--- src/rtl/mips_run_ctrl.sv ---
// Run controller for the MIPS_DLX core: sequences core reset, enables execution,
// counts RUN cycles and zero-flag cycles, and stops on halt or watchdog expiry.
module mips_run_ctrl #(
  parameter int RST_CYCLES = 2,
  parameter int MAX_CYCLES = 13,
  parameter int CNT_W      = 16,
  parameter int AUTO_START = 1
) (
  input  logic             clock,
  input  logic             reset,
  input  logic             start,
  input  logic             zero,
  input  logic             halt,
  output logic             core_reset,
  output logic             core_en,
  output logic             done,
  output logic             timeout,
  output logic [CNT_W-1:0] cycle_count,
  output logic [CNT_W-1:0] zero_count,
  output logic [2:0]       state
);

  localparam logic [2:0] S_IDLE     = 3'd0;
  localparam logic [2:0] S_RST_HOLD = 3'd1;
  localparam logic [2:0] S_RUN      = 3'd2;
  localparam logic [2:0] S_DONE     = 3'd3;
  localparam logic [2:0] S_TIMEOUT  = 3'd4;

  localparam int              HOLD_W    = (RST_CYCLES > 1) ? $clog2(RST_CYCLES) : 1;
  localparam logic [HOLD_W-1:0] HOLD_LAST = HOLD_W'(RST_CYCLES - 1);
  localparam logic [CNT_W-1:0]  CNT_MAX   = {CNT_W{1'b1}};
  localparam logic [CNT_W-1:0]  WD_LIMIT  = CNT_W'(MAX_CYCLES);
  localparam logic              WD_EN     = (MAX_CYCLES != 0);
  localparam logic              AUTO_EN   = (AUTO_START != 0);

  logic [2:0]        state_r, state_nxt_s;
  logic [HOLD_W-1:0] hold_r, hold_nxt_s;
  logic [CNT_W-1:0]  cyc_r, cyc_nxt_s, cyc_inc_s;
  logic [CNT_W-1:0]  zc_r, zc_nxt_s, zc_inc_s;
  logic              done_nxt_s, timeout_nxt_s;
  logic              core_reset_nxt_s, core_en_nxt_s;

  // Saturating increments: counters stick at all-ones instead of wrapping.
  assign cyc_inc_s = (cyc_r == CNT_MAX) ? cyc_r : cyc_r + CNT_W'(1);
  assign zc_inc_s  = (zc_r == CNT_MAX) ? zc_r : zc_r + CNT_W'(1);

  assign state       = state_r;
  assign cycle_count = cyc_r;
  assign zero_count  = zc_r;

  // State and registered-output update.
  always_ff @(posedge clock) begin
    if (reset) begin
      state_r    <= S_IDLE;
      hold_r     <= '0;
      cyc_r      <= '0;
      zc_r       <= '0;
      done       <= 1'b0;
      timeout    <= 1'b0;
      core_reset <= 1'b1;
      core_en    <= 1'b0;
    end else begin
      state_r    <= state_nxt_s;
      hold_r     <= hold_nxt_s;
      cyc_r      <= cyc_nxt_s;
      zc_r       <= zc_nxt_s;
      done       <= done_nxt_s;
      timeout    <= timeout_nxt_s;
      core_reset <= core_reset_nxt_s;
      core_en    <= core_en_nxt_s;
    end
  end

  // Next-state selection; halt takes priority over the watchdog.
  always_comb begin
    state_nxt_s = state_r;
    case (state_r)
      S_IDLE: begin
        if (AUTO_EN || start) state_nxt_s = S_RST_HOLD;
        else                  state_nxt_s = S_IDLE;
      end
      S_RST_HOLD: begin
        if (hold_r == HOLD_LAST) state_nxt_s = S_RUN;
        else                     state_nxt_s = S_RST_HOLD;
      end
      S_RUN: begin
        if (halt)                                 state_nxt_s = S_DONE;
        else if (WD_EN && (cyc_inc_s == WD_LIMIT)) state_nxt_s = S_TIMEOUT;
        else                                      state_nxt_s = S_RUN;
      end
      S_DONE, S_TIMEOUT: begin
        if (start) state_nxt_s = S_RST_HOLD;
        else       state_nxt_s = state_r;
      end
      default: state_nxt_s = S_IDLE;
    endcase
  end

  // Next values of counters, flags and core controls, derived from the upcoming state.
  always_comb begin
    hold_nxt_s    = hold_r;
    cyc_nxt_s     = cyc_r;
    zc_nxt_s      = zc_r;
    done_nxt_s    = done;
    timeout_nxt_s = timeout;
    if ((state_r != S_RST_HOLD) && (state_nxt_s == S_RST_HOLD)) begin
      hold_nxt_s    = '0;
      cyc_nxt_s     = '0;
      zc_nxt_s      = '0;
      done_nxt_s    = 1'b0;
      timeout_nxt_s = 1'b0;
    end else if (state_r == S_RST_HOLD) begin
      if (hold_r != HOLD_LAST) hold_nxt_s = hold_r + HOLD_W'(1);
      else                     hold_nxt_s = hold_r;
    end else if (state_r == S_RUN) begin
      cyc_nxt_s     = cyc_inc_s;
      if (zero) zc_nxt_s = zc_inc_s;
      else      zc_nxt_s = zc_r;
      done_nxt_s    = (state_nxt_s == S_DONE);
      timeout_nxt_s = (state_nxt_s == S_TIMEOUT);
    end else begin
      hold_nxt_s = hold_r;
    end
    core_reset_nxt_s = (state_nxt_s == S_IDLE) || (state_nxt_s == S_RST_HOLD);
    core_en_nxt_s    = (state_nxt_s == S_RUN);
  end

endmodule
--- config.mk ---
export PLATFORM = sky130hd
export DESIGN_NAME = mips_run_ctrl
export DESIGN_NICKNAME = d
export VERILOG_FILES = /design/src/rtl/mips_run_ctrl.sv
export SDC_FILE = /design/constraint.sdc
export NUM_CORES = 1
export LEC_CHECK = 0
export BUFFER_PORTS_ARGS = -buffer_cell sky130_fd_sc_hd__buf_2
export CORE_AREA = 2 2 70 72
export DETAILED_ROUTE_END_ITERATION = 6
export DIE_AREA = 0 0 72 74
export PLACE_DENSITY = 0.73
export SLEW_MARGIN = 25
export SYNTH_ARGS = -nofsm -noshare
export SYNTH_HDL_FRONTEND = slang
export SYNTH_SLANG_ARGS = --single-unit
--- constraint.sdc ---
create_clock -name clock -period 5.7 [get_ports clock]
set_clock_uncertainty 0.2 [all_clocks]
set_input_delay 0.285 -clock clock [delete_from_list [all_inputs] [get_ports clock]]
set_output_delay 0.285 -clock clock [all_outputs]
set_load 0.01 [all_outputs]
# After elaboration in Yosys (flattened, before gate mapping)
# Index checks and enable logic that the tools add are counted.
dict set report word_totals {
  reg_bits 40
  in_bits 5
  elab_cells 40
  out_inout_bits 39
}
dict set report classes {
  bitwise 2
  reduce_logical 8
  n_eq_ne 12
  add_sub_neg 3
  muxes 7
}
# op n
set op_table {}
lappend op_table {{adder 16 x 1 -> 16 bit (second input constant)} 2}
lappend op_table {{== test 16 bit (second input constant)} 2}
lappend op_table {{== test 16 x 4 -> 1 bit (second input constant)} 1}
lappend op_table {{2-to-1 mux 16 bit} 1}
lappend op_table {{== test 3 x 2 -> 1 bit (second input constant)} 4}
lappend op_table {{one-hot mux 3 bit (4 select lines)} 1}
lappend op_table {{2-to-1 mux 3 bit} 3}
lappend op_table {{== test 3 x 1 -> 1 bit (second input constant)} 2}
lappend op_table {{== test 3 bit (second input constant)} 2}
lappend op_table {{logical NOT 3 bit} 2}
lappend op_table {{AND reduction 4 bit} 1}
lappend op_table {{OR reduction 2 bit} 2}
lappend op_table {{inequality test 3 x 1 -> 1 bit (second input constant)} 1}
lappend op_table {{2-to-1 mux 2 bit} 1}
lappend op_table {{NOT 1 bit} 2}
lappend op_table {{AND reduction 2 bit} 1}
lappend op_table {{adder 1 bit (second input constant)} 1}
lappend op_table {{logical AND 1 bit} 1}
lappend op_table {{logical OR 1 bit} 1}
lappend op_table {{2-to-1 mux 1 bit} 1}

# Logic depth before layout (Yosys ltp)
dict set report logic_depth {
  word_depth 9
  mapped_depth 8
  ltp_nobuf 7
}

# Least setup slack after synthesis
# No wires, ideal clock.
dict set report synth_path {
  path_type {register -> register}
  start {register cyc_r[0], in the netlist cycle_count[0]}
  end {register core_en}
  t_required_ps 5369
  slack_ps 3354
  arrival_time_ps 2015
  path_stages_with_launch 8
  period_less_slack_ps 2346
  setup_ps 131
  path_cell_list {dfxtp_1 -> ha_1 -> nand3_1 -> nor3_1 -> mux2i_1 -> nand4_1 -> a2111oi_4 -> o32ai_1}
}
dict set report synth_between {
  elab_chain_cells 7
}
# element line
set synth_rtl {}
lappend synth_rtl {{start: declaration} 38} ;# logic [CNT_W-1:0] cyc_r, cyc_nxt_s, cyc_inc_s;
lappend synth_rtl {{start signal: assignment} 65} ;# cyc_r <= cyc_nxt_s;
lappend synth_rtl {{adder 16 x 1 -> 16 bit / == test 16 bit (equally long branches)} 44} ;# assign cyc_inc_s = (cyc_r == CNT_MAX) ? cyc_r : cyc_r + CNT_W'(1);
lappend synth_rtl {{2-to-1 mux 16 bit (*)} 44}
lappend synth_rtl {{== test 16 x 4 -> 1 bit (*)} 88} ;# else if (WD_EN && (cyc_inc_s == WD_LIMIT)) state_nxt_s = S_TIMEOUT;
lappend synth_rtl {{2-to-1 mux 3 bit (*)} 88}
lappend synth_rtl {{2-to-1 mux 3 bit (*)} 87} ;# if (halt) state_nxt_s = S_DONE;
lappend synth_rtl {{one-hot mux 3 bit (4 select lines) (*)} 77} ;# case (state_r)
lappend synth_rtl {{== test 3 x 2 -> 1 bit (*)} 125} ;# core_en_nxt_s = (state_nxt_s == S_RUN);
lappend synth_rtl {{end signal: assignment} 70} ;# core_en <= core_en_nxt_s;
lappend synth_rtl {{end: declaration} 15} ;# output logic core_en,
# Every way passes the cells marked *; elsewhere a longest branch is shown, timed or not.
# A chain may end at the register's enable or synchronous reset.

# Worst setup path after layout
# Ends and elaborated chain as after synthesis.

==> out/metrics.csv <==
metric,value,unit
combinational power share,0.047,
syn_nets,262,
Nets,303,
Total GRT Usage,0.186,
CP max FO,8,
PwrDens,208,mW/mm^2
Post-synth EDFFs,0,
setup TNS,0,ns
"Cell Area, Synth",0.00210,mm^2
Die ar.,0.00533,mm^2
#FFs+latches synth,40,
routed len/inst,13.7,um
largest cells by area after synthesis,"dfxtp_1 (38%), nor2_1 (8.4%), xor2_1 (5.4%)",
Initial Utilization,0.456,
max-capacitance violation count,0,
Num CTS Buffers,5,
CP endpoint kind,flip-flop,
Mean Syn Cell Area,8.23,um^2
worst IR drop on VDD,0.165,mV
"Reg clk slew, reported paths",0.07,ns
Net Sw Frac,0.230,
vias per cell,5.54,
outcome,"complete, no violations",
relative slew slack,0.562,
fraction of registers with async set/reset,0,
hold_buf cts,0,
vias,1945,
count of cell types in the netlist,46,
Die Span X,72,um
sequential share of the synthesized area,0.382,
htree depth,2,
final hold vios,0,
Non-Filler Instances,351,
Post-Synthesis Cells,255,
share of layout cells above drive strength 1,0.202,
startpoint type of the worst setup path,flip-flop,
clk root buf,clkbuf_8,
Filler Cells Inserted,441,
Worst-Skew Late Latency,0.29,ns
hpwl dp,3.37,mm
YS warnings,0,
period utilization,0.465,
Slew Limit Fails,0,
DR iter-0 viols,190,
post-layout minimum cycle time,2.65,ns
number of diodes,0,
sequential fraction of design power,0.563,
Worst Hold Class,input pin to flip-flop,
Longest Clk Path Bufs,2,
number of iterations in the first detailed-routing pass,4,
post-CTS sizing,0,
Inst Count DP,343,
final setup fails,0,
FP Rows,25,
required time of the worst setup path,5.66,ns
antenna violations before repair,0,
number of global-route vias before repair,1659,
P_leak,0.928,nW
sw power,0.000116,W
Yosys top cell by area,dfxtp_1,
CP Class,flip-flop to flip-flop,
Main synth FF type,dfxtp_1,
Cell Int Power,0.000387,W
DRC,0,
Clk pwr share,0.390,
CTS Sinks,40,
Placer Congestion,0.926,
FMAX,377,MHz
largest net degree at the start of global routing,27,
ANT nets after route,0,
Core Box Area,0.00460,mm^2
port buffer count,43,
Synth top area share,0.382,
CTS tree,built,
worst-margin pin slew,0.655,ns
first-pass GRT wire length,7.83,mm
chip height,74,um
synthesis-to-layout area growth,15.6,%
GRT overflow,0,
num ports,44,
unrepaired setup endpoints after global routing,false,
Worst EP arrival,2.62,ns
"Setup Fix Bufs, Post-CTS",0,
Post-Route WL,4.82,mm
flop2flop setup slack,3.05,ns
## synth_stat cells (2+ instances only)
| cell | instances |
|---|---|
| nor4_1 | 2 |
| nor2b_1 | 2 |
| nand2b_1 | 4 |
| buf_2 | 2 |
| and2_1 | 2 |
| o31ai_1 | 2 |
| a21oi_1 | 10 |
| and3_1 | 5 |
| ha_1 | 2 |
| dfxtp_1 | 40 |
| xor2_1 | 13 |
| o21bai_1 | 2 |
| xnor2_1 | 10 |
| nand2_1 | 17 |
| nor3_1 | 11 |
| nand4bb_1 | 2 |
| mux2i_1 | 5 |
| clkbuf_1 | 5 |
| nand4_1 | 13 |
| a211oi_1 | 4 |
| buf_4 | 2 |
| nand3_1 | 12 |
| o21ai_0 | 7 |
| a31oi_1 | 2 |
| or2_2 | 2 |
| inv_1 | 9 |
| nor2_1 | 47 |
| and4_1 | 3 |
## power groups by stage
stage          combinational, W  clock, W  sequential (W)
5_1_grt               0.0000256  0.000211        0.000284
2_1_floorplan         0.0000150         0        0.000290
3_5_place_dp          0.0000233         0        0.000290
6_report              0.0000234  0.000197        0.000284
4_1_cts               0.0000233  0.000202        0.000284
3_3_place_gp          0.0000232         0        0.000290
## stage by stage
step / power (W) / area (um^2) / hold slack, ns / utilization / worst slack [ns]
CTS: 0.000509 / 2430 / 0.0379 / 0.528 / 3.08
finish: 0.000504 / 2430 / 0.0556 / 0.528 / 3.05
detailed placement: 0.000313 / 2340 / 0.251 / 0.508 / 3.08
global placement: 0.000313 / 2340 / 0.241 / 0.508 / 3.20
floorplan: 0.000305 / 2100 / 0.157 / - / 3.35
global route: 0.000520 / 2430 / 0.0566 / 0.528 / 2.83
## area by class of cell
type / instances / area [um^2] / area share
tap: 54 / 67.6 / 0.0278
timing repair buffer: 44 / 223 / 0.0918
clock buffer: 8 / 90.1 / 0.0371
inverter: 9 / 33.8 / 0.0139
sequential: 40 / 801 / 0.330
multi-input combinational: 196 / 1210 / 0.499
## logic make-up (layout without fill, tap and decap cells)
family                   count (synthesis)  count (layout)  share of synthesized area
AND/OR/NAND/NOR                        130             130                      0.323
adder cells (fa/ha/maj)                  2               2                     0.0119
buffers and inverters                   19              61                     0.0429
flip-flops                              40              40                      0.382
XOR/XNOR                                23              23                     0.0960
multiplexers                             5               5                     0.0239
AO/OA/AOI/OAI                           36              36                      0.121
## cell usage in the layout (no fill, tap or decap), types with 2 or more instances in the layout
cell / Yosys / layout
nor2_1: 47 / 47
buf_2: 2 / 43
dfxtp_1: 40 / 40
nand2_1: 17 / 17
nand4_1: 13 / 13
xor2_1: 13 / 13
nand3_1: 12 / 12
nor3_1: 11 / 11
xnor2_1: 10 / 10
a21oi_1: 10 / 10
inv_1: 9 / 9
o21ai_0: 7 / 7
clkbuf_8: 0 / 6
and3_1: 5 / 5
mux2i_1: 5 / 5
nand2b_1: 4 / 4
a211oi_1: 4 / 4
and4_1: 3 / 3
a31oi_1: 2 / 2
nand4bb_1: 2 / 2
and2_1: 2 / 2
nor2b_1: 2 / 2
or2_2: 2 / 2
nor4_1: 2 / 2
o31ai_1: 2 / 2
ha_1: 2 / 2
clkbuf_1: 5 / 2
## worst paths after layout
check | cells after the start | to | start
worst max-delay path | 7 | core_en$_SDFF_PP0_ | cycle_count[0]$_SDFFE_PP0P_
worst min-delay path | 2 | state[0]$_SDFF_PP0_ | reset
worst max register to register | 7 | core_en$_SDFF_PP0_ | cycle_count[0]$_SDFFE_PP0P_
worst min register to register | 2 | done$_SDFFE_PP0P_ | done$_SDFFE_PP0P_
## sequential cells by signal (all words and copies together) (netlist names)
signal       count
cycle_count     16
zero_count      16
state            3
core_en          1
core_reset       1
done             1
hold_r           1
timeout          1
## critical path, cell delays in order (launching register included)
cell       delay [ns]
dfxtp_1          0.47
ha_1             0.27
nand3_1          0.26
nor3_1           0.43
mux2i_1          0.23
nand4_1          0.15
a2111oi_4        0.36
o32ai_1          0.15
## routing by layer
layer  track usage  vias up  share of wire
met5             0        -              0
met3        0.0447        5          0.050
met2         0.297       55           0.48
met4        0.0860        0         0.0091
met1         0.240      902           0.47
li1              -      983              -
Power figures use the tool's default switching activity.
